$ cat config.mk
export PLATFORM = sky130hd
export DESIGN_NAME = serial_word_rx_flat
export DESIGN_NICKNAME = d
export VERILOG_FILES = /design/src/rtl/serial_word_rx_if.sv /design/src/rtl/serial_word_rx.sv /design/src/flat_wrapper.sv
export SDC_FILE = /design/constraint.sdc
export NUM_CORES = 1
export LEC_CHECK = 0
export CORE_MARGIN = 2
export CORE_UTILIZATION = 49
export DETAILED_ROUTE_END_ITERATION = 10
export MAX_ROUTING_LAYER = met4
export PLACE_DENSITY = 0.75
export REMOVE_ABC_BUFFERS = 1
export SYNTH_ARGS = -nofsm -noshare
export SYNTH_HDL_FRONTEND = slang
export SYNTH_SLANG_ARGS = --single-unit
$ cat constraint.sdc
create_clock -name clk -period 1.65 [get_ports clk]
set_input_delay 0.33 -clock clk [delete_from_list [all_inputs] [get_ports clk]]
set_output_delay 0.33 -clock clk [all_outputs]
set_load 0.005 [all_outputs]
$ cat src/rtl/serial_word_rx_if.sv
// rtl/serial_word_rx_if.sv - serial bit input and word output handshake bundle for serial_word_rx
interface serial_word_rx_if #(
  parameter int WIDTH = 8
);
  logic             in;
  logic             in_en;
  logic [WIDTH-1:0] word_data;
  logic             word_valid;
  logic             word_ready;

  modport master (
    output in, in_en, word_ready,
    input  word_data, word_valid
  );

  modport slave (
    input  in, in_en, word_ready,
    output word_data, word_valid
  );
endinterface

$ cat src/rtl/serial_word_rx.sv
// rtl/serial_word_rx.sv - sync-hunting serial deserialiser with valid/ready word output
module serial_word_rx #(
  parameter int                WIDTH        = 8,
  parameter int                SYNC_W       = 8,
  parameter logic [SYNC_W-1:0] SYNC_PATTERN = 8'hA5,
  parameter int                FRAME_WORDS  = 4
) (
  input  logic                  clk,
  input  logic                  reset,
  input  logic                  resync,
  output logic                  locked,
  output logic [7:0]            overflow_cnt,
  serial_word_rx_if.slave       bus
);
  localparam int BW = $clog2(WIDTH);
  localparam int FW = $clog2(SYNC_W + 1);
  localparam int WW = $clog2(FRAME_WORDS + 1);

  localparam logic [BW-1:0] BIT_LAST  = BW'(WIDTH - 1);
  localparam logic [FW-1:0] FILL_FULL = FW'(SYNC_W);
  localparam logic [WW-1:0] WORD_LAST = WW'(FRAME_WORDS - 1);

  typedef enum logic {HUNT, COLLECT} state_t;

  state_t            state, state_n;
  logic [SYNC_W-1:0] sync_sr, sync_sr_n, sync_shift;
  logic [FW-1:0]     fill, fill_n;
  logic [WIDTH-1:0]  data_sr, data_sr_n, data_shift;
  logic [BW-1:0]     bit_cnt, bit_cnt_n;
  logic [WW-1:0]     word_cnt, word_cnt_n;
  logic [WIDTH-1:0]  word_data_q, word_data_n;
  logic              word_valid_q, word_valid_n;
  logic [7:0]        ovf_q, ovf_n;
  logic              xfer;

  assign xfer           = word_valid_q & bus.word_ready;
  assign sync_shift     = {sync_sr[SYNC_W-2:0], bus.in};
  assign data_shift     = {data_sr[WIDTH-2:0], bus.in};
  assign bus.word_data  = word_data_q;
  assign bus.word_valid = word_valid_q;
  assign overflow_cnt   = ovf_q;
  assign locked         = (state == COLLECT);

  always_ff @(posedge clk) begin
    if (reset) begin
      state        <= HUNT;
      sync_sr      <= '0;
      fill         <= '0;
      data_sr      <= '0;
      bit_cnt      <= '0;
      word_cnt     <= '0;
      word_data_q  <= '0;
      word_valid_q <= 1'b0;
      ovf_q        <= '0;
    end else begin
      state        <= state_n;
      sync_sr      <= sync_sr_n;
      fill         <= fill_n;
      data_sr      <= data_sr_n;
      bit_cnt      <= bit_cnt_n;
      word_cnt     <= word_cnt_n;
      word_data_q  <= word_data_n;
      word_valid_q <= word_valid_n;
      ovf_q        <= ovf_n;
    end
  end

  always_comb begin
    state_n      = state;
    sync_sr_n    = sync_sr;
    fill_n       = fill;
    data_sr_n    = data_sr;
    bit_cnt_n    = bit_cnt;
    word_cnt_n   = word_cnt;
    word_data_n  = word_data_q;
    word_valid_n = word_valid_q & ~bus.word_ready;
    ovf_n        = ovf_q;

    if (resync) begin
      // the in_en bit on a resync cycle is deliberately ignored
      state_n    = HUNT;
      sync_sr_n  = '0;
      fill_n     = '0;
      data_sr_n  = '0;
      bit_cnt_n  = '0;
      word_cnt_n = '0;
    end else if (bus.in_en) begin
      case (state)
        HUNT: begin
          sync_sr_n = sync_shift;
          fill_n    = (fill == FILL_FULL) ? fill : fill + 1'b1;
          if (sync_shift == SYNC_PATTERN && fill_n == FILL_FULL) begin
            state_n    = COLLECT;
            bit_cnt_n  = '0;
            word_cnt_n = '0;
          end
        end
        COLLECT: begin
          data_sr_n = data_shift;
          if (bit_cnt == BIT_LAST) begin
            bit_cnt_n = '0;
            if (!word_valid_q || xfer) begin
              word_data_n  = data_shift;
              word_valid_n = 1'b1;
            end else begin
              ovf_n = (ovf_q == 8'hFF) ? ovf_q : ovf_q + 8'd1;
            end
            if (word_cnt == WORD_LAST) begin
              // a fresh hunt must see a full SYNC_W bits before it can match
              state_n    = HUNT;
              sync_sr_n  = '0;
              fill_n     = '0;
              word_cnt_n = '0;
            end else begin
              word_cnt_n = word_cnt + 1'b1;
            end
          end else begin
            bit_cnt_n = bit_cnt + 1'b1;
          end
        end
        default: state_n = HUNT;
      endcase
    end
  end
endmodule

$ cat src/flat_wrapper.sv
// flat-port wrapper written by rule: the top's interface ports become plain ports
module serial_word_rx_flat 
#(
  parameter int                WIDTH        = 8,
  parameter int                SYNC_W       = 8,
  parameter logic [SYNC_W-1:0] SYNC_PATTERN = 8'hA5,
  parameter int                FRAME_WORDS  = 4
)
  (clk, reset, resync, locked, overflow_cnt, bus_in, bus_in_en, bus_word_ready, bus_word_data, bus_word_valid);
  serial_word_rx_if #(.WIDTH(WIDTH)) bus_i ();
  input  logic clk;
  input  logic reset;
  input  logic resync;
  output logic locked;
  output logic [7:0] overflow_cnt;
  input wire logic [$bits(bus_i.in)-1:0] bus_in;
  input wire logic [$bits(bus_i.in_en)-1:0] bus_in_en;
  input wire logic [$bits(bus_i.word_ready)-1:0] bus_word_ready;
  output wire logic [$bits(bus_i.word_data)-1:0] bus_word_data;
  output wire logic [$bits(bus_i.word_valid)-1:0] bus_word_valid;
  assign bus_i.in = bus_in;
  assign bus_i.in_en = bus_in_en;
  assign bus_i.word_ready = bus_word_ready;
  assign bus_word_data = bus_i.word_data;
  assign bus_word_valid = bus_i.word_valid;
  serial_word_rx #(.WIDTH(WIDTH), .SYNC_W(SYNC_W), .SYNC_PATTERN(SYNC_PATTERN), .FRAME_WORDS(FRAME_WORDS)) u_core (.clk(clk), .reset(reset), .resync(resync), .locked(locked), .overflow_cnt(overflow_cnt), .bus(bus_i));
endmodule
# Yosys cells after proc, flatten, opt, wreduce, memory -nomap -nowiden
# Index checks and enable logic that the tools add are counted.
[totals] reg_bits=42 in_bits=6 output_inout_bits=18 wordCells=61
[op_classes] addsub=4 n_eq_ne=9 muxes=22 n_bitwise=7 reduce_logical=10
[op_table] op="$eq 8x8->1 const B" count=2
[op_table] op="$mux 7" count=2
[op_table] op="$pmux 7 s2" count=1
[op_table] op="$mux 3" count=4
[op_table] op="$mux 4" count=3
[op_table] op="$pmux 3 s2" count=2
[op_table] op="$add 8x1->8 const B" count=1
[op_table] op="$eq 4x4->1 const B" count=2
[op_table] op="$mux 1" count=8
[op_table] op="$pmux 4 s2" count=1
[op_table] op="$add 3x1->3 const B" count=2
[op_table] op="$reduce_and 3->1" count=2
[op_table] op="$reduce_and 6->1" count=1
[op_table] op="$not 1->1" count=5
[op_table] op="$reduce_and 5->1" count=1
[op_table] op="$add 4x1->4 const B" count=1
[op_table] op="$ne 2x2->1 const B" count=2
[op_table] op="$reduce_and 2->1" count=2
[op_table] op="$eq 3x2->1 const B" count=1
[op_table] op="$eq 3x3->1 const B" count=1
[op_table] op="$and 1x1->1" count=2
[op_table] op="$ne 2x1->1 const B" count=1
[op_table] op="$pmux 1 s2" count=1
[op_table] op="$reduce_or 2->1" count=1
[op_table] op="3 further kinds" count=3

# Logic depth before layout (Yosys ltp)
# Gate-level depths: netlist of the first run.
[depth] ltp_word=7 depth_mapped=8

# Least setup slack after synthesis of the first run
# OpenSTA, ideal clock, no wires.
[synth_timing] kind="reg-to-reg" startpoint="reg u_core.fill[0]" endpoint="reg u_core.word_cnt[2]" setup_time_ps=134 arrival_ps=1564 path_slack_ps=-48 path_stages_with_launch=8 cell_sequence="dfxtp_1 > clkbuf_1 > inv_1 > ha_1 > nor3_1 > o2111ai_2 > a21oi_1 > a211oi_1"
[synth_via] elab_chain_len=6
[synth_lines] element="start: declaration" line_no="serial_word_rx.sv:27" rtl="logic [FW-1:0] fill, fill_n;"
[synth_lines] element="start signal: assignment" line_no="serial_word_rx.sv:58" rtl="fill <= fill_n;"
[synth_lines] element="$add 4x1->4 / $eq 4x4->1 (equally long branches)" line_no="serial_word_rx.sv:91" rtl="fill_n = (fill == FILL_FULL) ? fill : fill + 1'b1;"
[synth_lines] element="$mux 4 (*)" line_no="serial_word_rx.sv:91"
[synth_lines] element="$eq 4x4->1 (*)" line_no="serial_word_rx.sv:92" rtl="if (sync_shift == SYNC_PATTERN && fill_n == FILL_FULL) begin"
[synth_lines] element="$logic_and 1x1->1 (*)" line_no="serial_word_rx.sv:92"
[synth_lines] element="$ne 2x1->1 (no source line) (*)"
[synth_lines] element="$reduce_and 3->1 (no source line) (*)"
[synth_lines] element="end signal: assignment" line_no="serial_word_rx.sv:61" rtl="word_cnt <= word_cnt_n;"
[synth_lines] element="end: declaration" line_no="serial_word_rx.sv:30" rtl="logic [WW-1:0] word_cnt, word_cnt_n;"
# Mark *: on every way between the ends. The rest lies on a longest branch, timed or not.
# A chain may end at the register's enable or synchronous reset.

# Worst setup path in the final report of the first run
[layout_timing] startpoint="reg u_core.bit_cnt[1]" endpoint="reg u_core.ovf_q[0] (netlist: u_core.overflow_cnt[0])"
[layout_via] elab_chain_len=2
[layout_lines] element="start: declaration" line_no="serial_word_rx.sv:29" rtl="logic [BW-1:0] bit_cnt, bit_cnt_n;"
[layout_lines] element="start signal: assignment" line_no="serial_word_rx.sv:60" rtl="bit_cnt <= bit_cnt_n;"
[layout_lines] element="$eq 3x3->1" line_no="serial_word_rx.sv:100" rtl="if (bit_cnt == BIT_LAST) begin"
[layout_lines] element="$reduce_and 6->1 (no source line)"
[layout_lines] element="end signal: assignment" line_no="serial_word_rx.sv:64" rtl="ovf_q <= ovf_n;"
[layout_lines] element="end: declaration" line_no="serial_word_rx.sv:33" rtl="logic [7:0] ovf_q, ovf_n;"
# Every way passes these cells.

==> results of run 1 <==
[worst register-to-register path, delay by kind of cell (launching register included)]
family                   cells  cell delay, ns
flip-flops                   1            0.36
buffers and inverters        3            0.43
AND/OR/NAND/NOR              2            0.17
AO/OA/AOI/OAI                1            0.24
XOR/XNOR                     1            0.10
adder cells (fa/ha/maj)      2            0.30
[metrics by stage]
step                      std cells  utilization  setup TNS [ns]
final                           307        0.675         -0.0445
after CTS                       304        0.649               0
after global routing            307        0.675          -0.948
after detailed placement        294        0.614           -5.06
after floorplan                 203            -           -2.71
after global placement          294        0.614           -4.23
[routing by layer]
| layer | wire length (um) | track usage |
|---|---|---|
| met3 | 149 | 0.0409 |
| met2 | 1960 | 0.326 |
| met5 | 0 | - |
| met1 | 1950 | 0.258 |
| met4 | 86 | 0.0969 |
[cells in the final DEF, fill, tap and decap left out, drive strengths merged, types with 6 or more instances in the layout]
cell,netlist,final
ha,6,6
nand3,11,11
a21oi,29,29
mux2i,9,9
buf,6,25
dfxtp,42,42
clkdlybuf4s50,0,23
nor2,20,20
nand2,33,33
[power by group through the flow]
| stage | Combinational, mW | Sequential, mW | Clock, mW |
|---|---|---|---|
| global placement | 0.0983 | 1.04 | 0 |
| floorplan | 0.0330 | 1.05 | 0 |
| global route | 0.115 | 1.02 | 0.726 |
| CTS | 0.0998 | 1.02 | 0.680 |
| finish | 0.106 | 1.02 | 0.667 |
| detailed placement | 0.0984 | 1.04 | 0 |
[cell families after synthesis]
kind of cell             count (synthesis)
AND/OR/NAND/NOR                         89
AO/OA/AOI/OAI                           46
flip-flops                              42
buffers and inverters                   18
multiplexers                             9
XOR/XNOR                                 6
adder cells (fa/ha/maj)                  6
[final cells by class]
class | instances | area (um^2)
Inverter | 5 | 18.8
Fill cell | 300 | 1200
Clock buffer | 5 | 68.8
Timing Repair Buffer | 48 | 442
Clock inverter | 3 | 21.3
Multi-Input combinational cell | 156 | 1030
Tap cell | 48 | 60.1
Sequential cell | 42 | 850
[worst max-delay path by stage]
| stage | slack, ns | to | start |
|---|---|---|---|
| detailed placement | -0.25 | u_core.word_cnt[1] | bus_in_en |
| finish | -0.03 | u_core.overflow_cnt[0] | u_core.bit_cnt[1] |
| global placement | -0.21 | u_core.word_cnt[1] | bus_in_en |
| global route | -0.09 | u_core.overflow_cnt[0] | u_core.bit_cnt[1] |
| CTS | 0.002 | u_core.word_cnt[2] | u_core.fill[0] |
| floorplan | -0.23 | u_core.fill[0] | u_core.bit_cnt[0] |
[synth_stat cells (all sizes together) (4+ instances only)]
master	n	area, um^2
dfxtp	42	841
a21oi	29	149
o21ai	5	25.0
nor3	5	35.0
clkbuf	7	26.3
mux2i	9	90.1
nor2	20	75.1
buf	6	43.8
nand2	33	126
nand3	11	55.1
inv	5	18.8
a211oi	4	35.0
ha	6	75.1
[flip-flops by register name, indices dropped and copies added (netlist names)]
signal and flops:
u_core.overflow_cnt 8, u_core.fill 4, u_core.bit_cnt 3, u_core.bus.word_data 8
u_core.data_sr 7, u_core.word_cnt 3, u_core.bus.word_valid 1, u_core.sync_sr 7
u_core.locked 1
[what timing repair did]
action	in CTS	in global routing
setup endpoints to repair	21	27
setup buffers	2	3
gates resized for setup	7	17
pin swaps	4	15
endpoints found under the hold margin	0	0
==> impl_metrics.ini, run 1 <==
[synth]
synth-simple-area-share = 0.240
avgSynthCellArea_um2 = 8.71
syn_area_mm2 = 0.00188
ys_seq_area_frac = 0.447
yosys_warnings = 0
synthXorXnorAreaFrac = 0.0279
synth-adder-area-share = 0.0399
synthArstFlopShare = 0
synth_cell_type_count = 41
synth-edff-count = 0
synth.mux.area_fraction = 0.0479
synth_top_family_by_area = simple AND/OR/NAND/NOR gates
synth_ff_type = dfxtp_1
postSynthCellCount = 216
synth-compound-area-share = 0.150
ys_seq_elements = 42

[outcome]
violations = setup timing
status = finished, violations left

[timing]
finalClockSkew_ns = 0.00616
rsz0062_at_grt = yes
worst-slew-pin-transition_ns = 0.449
finalHoldViolCount = 0
finalSetupViolCount = 3
hold-worst-slack_ns = 0.463
drv_slew = 0
period_needed_ns = 1.68
maxSlewHeadroom = 0.700
fmax_mhz = 594
fin_crit_sh = 1.02
finalWorstSetupSlack_ns = -0.0329

[floorplan]
die_x_um = 66.0
dieArea_mm2 = 0.00435
start_util = 0.510
row_count = 22
io_pins = 24
core_area_mm2 = 0.00369
die_h_um = 66.0

[worst_setup_path]
r2r_end = u_core.overflow_cnt[0]
worstSetupPathDepth = 9
crit_path_top_delay_cell = dfxtp_2
r2r-start = u_core.bit_cnt[1]
max_stage_delay_ns = 0.36
cp.required_ns = 1.85
path_max_fanout = 3
crit_chain = ha_4 > ha_4 > nand4b_4 > buf_6 > a211oi_4 > buf_4 > buf_4 > xnor2_1 > nor2_1
path_buf_inv = 3
reg2reg_slack_ns = -0.03
startpoint_type = flip-flop
worst_r2r_path_depth = 9
worstPathArrival_ns = 1.88
cp-end-kind = flip-flop
criticalPathCategory = flip-flop to flip-flop
cp_top_family = buffers and inverters

[clock_tree]
cts_tree = done
clk_latency_ns = 0.30
cts_root_buffer = clkbuf_8
cts_sinks = 42
cts_buffer_depth = 2
cts_max_level = 2
numCtsBuffers = 5
clkTransAtPathRegs_ns = 0.08
ctsHoldBuffers = 0

[placed_design]
place_congestion = 0.840
dp_hpwl_um = 2750
port_buffers = 23
place_area_mm2 = 0.00226
dp_worst_setup_slack_ns = -0.255

[routing]
drc_errors = 0
via_per_inst = 5.41
drt_iter0_markers = 109
vias = 1660
detail-route-antenna-nets = 0
routed_wl_um = 4140
first_pass_iters = 4
wl_per_cell_um = 13.5

[global_route]
grt_antenna_before_repair = 0
grt_max_degree = 23
grt_usage = 0.207
grt_pass1_vias = 1521
overflow = 0
grt_pass1_wl_um = 6760

[pwr]
combPwrFrac = 0.059
ir_drop_v = 0.000531
seq_power_share = 0.569
power_mw = 1.79
power.share.switching = 0.242
p_int_mw = 1.36
switching_power_uw = 433
cellPowerDensity_mw_per_mm2 = 720
p_leak_nw = 0.869
clock_power_share = 0.372

[run]
max_cap_viol_count = 0

[layout]
area_delta_synth_final_pct = 32.5
fin_area_mm2 = 0.00249
fin_nets = 270
drive_above_1_share = 0.228
diodes = 0

[min_path]
hold_end = u_core.sync_sr[6]
hold_depth = 2
hold_path.class = flip-flop to flip-flop
min-delay-start = u_core.sync_sr[6]
Power figures use the tool's default switching activity.
==> run 2, diff against run 1 <==
Settings changed: HOLD_SLACK_MARGIN from default to 0.15.
==> results of run 2 <==
The final DEF is identical to that of run 1; final timing and power are the same.
